[config.mk]
export PLATFORM = sky130hd
export DESIGN_NAME = zbb_bitcnt_seq
export DESIGN_NICKNAME = d
export VERILOG_FILES = /design/src/rtl/zbb_pkg.sv /design/src/rtl/zbb_chunk_cnt.sv /design/src/rtl/zbb_bitcnt_seq.sv
export SDC_FILE = /design/constraint.sdc
export NUM_CORES = 1
export LEC_CHECK = 0
export ABC_AREA = 1
export BUFFER_PORTS_ARGS = -buffer_cell sky130_fd_sc_hd__buf_2
export CORE_ASPECT_RATIO = 0.8
export CORE_MARGIN = 2
export CORE_UTILIZATION = 49
export DETAILED_ROUTE_END_ITERATION = 7
export PLACE_DENSITY = 0.77
export SKIP_CTS_REPAIR_TIMING = 1
export SYNTH_ARGS = -nofsm -noshare
export SYNTH_HDL_FRONTEND = slang
export SYNTH_HIERARCHICAL = 1
export SYNTH_SLANG_ARGS = --single-unit
[constraint.sdc]
create_clock -name clk -period 3.55 [get_ports clk]
set_clock_uncertainty 0.15 [all_clocks]
set_input_delay 0.71 -clock clk [delete_from_list [all_inputs] [get_ports clk]]
set_output_delay 0.71 -clock clk [all_outputs]
set_load 0.005 [all_outputs]
[src/rtl/zbb_pkg.sv]
// Shared definitions for the Zbb bit-count sequencer.
// Holds the op encoding, the FSM state type and the default count width.
package zbb_pkg;

    localparam int XLEN_DEF  = 32;
    localparam int CHUNK_DEF = 8;
    localparam int CNT_W     = $clog2(XLEN_DEF) + 1;

    localparam logic [1:0] OP_CLZ  = 2'b00;
    localparam logic [1:0] OP_CTZ  = 2'b01;
    localparam logic [1:0] OP_CPOP = 2'b10;
    localparam logic [1:0] OP_RSVD = 2'b11;   // decoded as cpop

    typedef enum logic [1:0] {
        ST_IDLE = 2'b00,
        ST_SCAN = 2'b01,
        ST_DONE = 2'b10
    } state_t;

endpackage

[src/rtl/zbb_chunk_cnt.sv]
// Combinational per-chunk counter shared by clz, ctz and cpop.
// Ports:
//   din : CHUNK-bit slice of the operand, MSB first
//   lz  : number of leading zeros, CHUNK when din is all zero
//   pop : number of set bits
module zbb_chunk_cnt #(
    parameter int CHUNK = 8,
    localparam int CW   = $clog2(CHUNK) + 1
) (
    input  logic [CHUNK-1:0] din,
    output logic [CW-1:0]    lz,
    output logic [CW-1:0]    pop
);

    logic found;

    always_comb begin
        lz    = CW'(CHUNK);
        found = 1'b0;
        for (int i = CHUNK - 1; i >= 0; i--) begin
            if (!found && din[i]) begin
                lz    = CW'(CHUNK - 1 - i);
                found = 1'b1;
            end
        end
    end

    always_comb begin
        pop = '0;
        for (int i = 0; i < CHUNK; i++) begin
            pop = pop + CW'(din[i]);
        end
    end

endmodule

[src/rtl/zbb_bitcnt_seq.sv]
// Iterative clz/ctz/cpop sequencer. Scans the operand CHUNK bits per cycle
// from the MSB end; ctz is turned into clz by bit-reversing the operand on
// accept. clz/ctz stop at the first nonzero chunk, cpop scans every chunk.
//
// Ports:
//   clk, rst_n         : clock, async active-low reset
//   valid_i / ready_o  : request handshake (op_i, operand_i)
//   flush_i            : synchronous kill, wins over accept and result handshake
//   valid_o / ready_i  : result handshake (result_o, zero-extended count)
//   busy_o             : high while scanning or holding a result
//
// state   | meaning
// --------+----------------------------------------------
// IDLE    | waiting for a request, ready_o high
// SCAN    | one chunk accumulated per cycle
// DONE    | result presented, held until ready_i
module zbb_bitcnt_seq
    import zbb_pkg::*;
#(
    parameter int XLEN  = XLEN_DEF,
    parameter int CHUNK = CHUNK_DEF
) (
    input  logic            clk,
    input  logic            rst_n,
    input  logic            valid_i,
    output logic            ready_o,
    input  logic [1:0]      op_i,
    input  logic [XLEN-1:0] operand_i,
    input  logic            flush_i,
    output logic            valid_o,
    input  logic            ready_i,
    output logic [XLEN-1:0] result_o,
    output logic            busy_o
);

    localparam int NCHUNK = XLEN / CHUNK;
    localparam int KW     = (NCHUNK > 1) ? $clog2(NCHUNK) : 1;
    localparam int CW     = $clog2(XLEN) + 1;
    localparam int LW     = $clog2(CHUNK) + 1;

    state_t          state_q, state_d;
    logic [XLEN-1:0] opnd_q;
    logic [XLEN-1:0] opnd_rev;
    logic            cpop_q;
    logic [CW-1:0]   cnt_q;
    logic [KW-1:0]   k_q;

    logic [CHUNK-1:0] chunk;
    logic [LW-1:0]    chunk_lz;
    logic [LW-1:0]    chunk_pop;
    logic             last_chunk;
    logic             scan_end;

    always_comb begin
        opnd_rev = '0;
        for (int i = 0; i < XLEN; i++) begin
            opnd_rev[i] = operand_i[XLEN-1-i];
        end
    end

    // The operand register shifts left each scan cycle, so the chunk under
    // inspection is always the top CHUNK bits (chunk k of the latched value).
    assign chunk = opnd_q[XLEN-1 -: CHUNK];

    zbb_chunk_cnt #(.CHUNK(CHUNK)) u_chunk_cnt (
        .din (chunk),
        .lz  (chunk_lz),
        .pop (chunk_pop)
    );

    assign last_chunk = (k_q == KW'(NCHUNK - 1));
    assign scan_end   = last_chunk || (!cpop_q && (chunk != '0));

    always_comb begin
        state_d = state_q;
        case (state_q)
            ST_IDLE: if (valid_i) state_d = ST_SCAN;
            ST_SCAN: if (scan_end) state_d = ST_DONE;
            ST_DONE: if (ready_i) state_d = ST_IDLE;
            default: state_d = ST_IDLE;
        endcase
        if (flush_i) state_d = ST_IDLE;
    end

    always_ff @(posedge clk or negedge rst_n) begin
        if (!rst_n) begin
            state_q <= ST_IDLE;
            opnd_q  <= '0;
            cpop_q  <= 1'b0;
            cnt_q   <= '0;
            k_q     <= '0;
        end else begin
            state_q <= state_d;
            if (flush_i) begin
                cnt_q <= '0;
                k_q   <= '0;
            end else begin
                case (state_q)
                    ST_IDLE: begin
                        if (valid_i) begin
                            opnd_q <= (op_i == OP_CTZ) ? opnd_rev : operand_i;
                            cpop_q <= op_i[1];
                            cnt_q  <= '0;
                            k_q    <= '0;
                        end
                    end
                    ST_SCAN: begin
                        cnt_q  <= cnt_q + (cpop_q ? CW'(chunk_pop) : CW'(chunk_lz));
                        opnd_q <= opnd_q << CHUNK;
                        if (!scan_end) k_q <= k_q + KW'(1);
                    end
                    default: ;
                endcase
            end
        end
    end

    assign ready_o  = (state_q == ST_IDLE);
    assign valid_o  = (state_q == ST_DONE);
    assign busy_o   = (state_q == ST_SCAN) || (state_q == ST_DONE);
    assign result_o = (state_q == ST_DONE) ? XLEN'(cnt_q) : '0;

endmodule

==> qor.yml <==
place_hpwl_microns: 5020
cp-end-kind: "register"
grt_pass1_vias: 2498
routedWlPerCell_microns: 12.4
ys.flop_type: "dfrtp_1"
gp_congestion: 0.889
rrSetupSlack_ps: 50
final_common_cell: "nand2_1"
crit_required_ps: 3600
cts_tree: "built"
htreeDepth: 2
r2r_end: "cnt_q[5]$_DFFE_PN0P_"
drv_cap: 0
slew_viol_final: 0
status: "finished clean"
power.leakage_nw: 1.89
initial_core_util_pct: 51.6
drive_above_1_share_pct: 19.7
synth_edf_count: 0
grt_max_degree: 63
fp.coreArea_sq_mm: 0.00604
worst_setup_path_start_kind: "register"
overflow: 0
final_cell_mix: "nand2_1 (105), buf_2 (47), inv_1 (44)"
fin_crit_sh_pct: 98.7
rr_worst_depth: 16
die_height_microns: 75.3
path_clk_slew_ps: 80
hold_depth: 2
worstSetupPathType: "register to register"
clkSinkCount: 43
setup.worst_path.start: "opnd_q[26]$_DFFE_PN0P_"
drc: 0
tns_ps: 0
yosysSeqAreaShare_pct: 34.5
rsz0062_at_grt: "true"
path_max_fanout: 5
r2r-start: "opnd_q[26]$_DFFE_PN0P_"
avgViaCountPerCell: 5.03
drtAntennaViolNets: 0
setup_viol: 0
syn-instance-count: 419
cts_buffers: 5
ys_ff_latch: 43
max_freq_mhz: 286
yosys_warnings: 6
clockRootBuffer: "clkbuf_8"
vias: 2754
netlist_area_sq_mm: 0.00312
n_antenna_cell: 0
fp.dieArea_sq_mm: 0.00702
drtPass1Iterations: 5
grt_pass1_wl_microns: 11200
grt_usage_pct: 20.2
pin_count: 74
hp-class: "register to register"
die_w_microns: 93.2
clk_latency_ps: 300
syn_area_per_cell_sq_um: 7.44
drt_iter0_drc: 219
finalHoldViolations: 0
async_reset_ff_share_pct: 100
synthDistinctLibCells: 34
antenna_found_initial: 0
period_minus_slack_ps: 3500
placed_area_sq_mm: 0.00331
irDropWorstVdd_mv: 0.446
cts_buffer_depth: 2
row_count: 25
crit_arrival_ps: 3550
crit_end: "cnt_q[5]$_DFFE_PN0P_"
final_cell_area_sq_mm: 0.00347
finalNetCount: 522
totalWireLength_microns: 6790
tightest_slew_ps: 970
area.growth.synth_to_final_pct: 11.4
power.density_mw_per_mm2: 810
portBuffers: 47
slew_headroom_pct: 35.3
flip-flops by register name (all words and copies together) (netlist names):
register and count:
cpop_q 1, k_q 2, state_q 2, opnd_q 32, cnt_q 6
report_power, final:
group / internal (mW) / switching [mW] / total (mW) / leakage [nW]
Sequential: 0.694 / 0.154 / 0.848 / 0.540
Combinational: 0.638 / 0.949 / 1.59 / 1.30
Clock: 0.206 / 0.171 / 0.376 / 0.0502
Total: 1.54 / 1.27 / 2.81 / 1.89
cells in the mapped netlist, types with 4 or more instances:
master     instances  area [sq um]
ha_1              12           150
fa_1               5           100
nand2_1          107           402
nor2_2             4          25.0
nand3_1           11          55.1
nor2_1            27           101
inv_1             46           173
o21ai_1           24           120
o21ai_0           43           215
dfrtp_1           43          1080
a2bb2oi_1          7          61.3
buf_2              9          45.0
buf_4             27           203
o211ai_1           8          60.1
a21oi_1           14          70.1
critical path, stage by stage (launching register included):
cell,delay (ps)
dfrtp_1,370
inv_2,50
fa_1,540
fa_1,430
fa_2,360
fa_1,380
xnor2_1,130
nand2_1,70
nand2_1,100
ha_4,310
nand3_1,90
nand2_1,90
nand2_1,80
nand2_2,80
nand3_1,70
nand2_1,60
nor2_1,40
layout make-up:
class,count,area [sq um]
fillers,550,2570
multi-input cells,309,1680
flip-flops and latches,43,1080
repair buffers,57,310
inverters,50,195
well taps,81,101
clock buffers,5,68.8
clock inverters,2,37.5
layer usage:
metal | part of all wire (%) | track usage (%) | vias up
met5 | 0 | 0 | -
met4 | 1.3 | 7.35 | 0
met3 | 5.1 | 3.07 | 9
met2 | 46 | 33.6 | 75
met1 | 47 | 27.6 | 1281
li1 | - | - | 1389
cell families after synthesis:
| kind of cell | after synthesis | share of synthesized area [%] |
|---|---|---|
| other | 1 | 0.120 |
| muxes | 1 | 0.321 |
| AOI/OAI and AO/OA | 101 | 18.4 |
| xor gates and xnor gates | 1 | 0.281 |
| and+or+nand+nor | 163 | 22.6 |
| adders and majority gates | 17 | 8.03 |
| DFF | 43 | 34.5 |
| buffers and inverters | 92 | 15.7 |
worst min-delay path by stage:
stage	slack [ps]	end	start
after floorplan	260	cnt_q[0]$_DFFE_PN0P_	rst_n
after global placement	320	k_q[1]$_DFFE_PN0P_	k_q[1]$_DFFE_PN0P_
after detailed placement	330	opnd_q[0]$_DFFE_PN0P_	opnd_q[0]$_DFFE_PN0P_
after CTS	350	cnt_q[4]$_DFFE_PN0P_	cnt_q[4]$_DFFE_PN0P_
after global routing	360	cnt_q[4]$_DFFE_PN0P_	cnt_q[4]$_DFFE_PN0P_
final	350	opnd_q[6]$_DFFE_PN0P_	opnd_q[6]$_DFFE_PN0P_
metrics by stage:
step	power [mW]	hold WS [ps]	setup WS [ps]	utilization, %	instances
finish	2.81	346	47.8	57.5	547
global route	3.09	361	-138	57.5	547
CTS	2.73	346	-68.4	56.6	545
detailed placement	2.34	326	-61.0	54.9	538
global placement	2.29	315	28.4	54.9	538
floorplan	2.00	264	33.6	-	444
No activity file was read; power rests on OpenSTA's default activity.
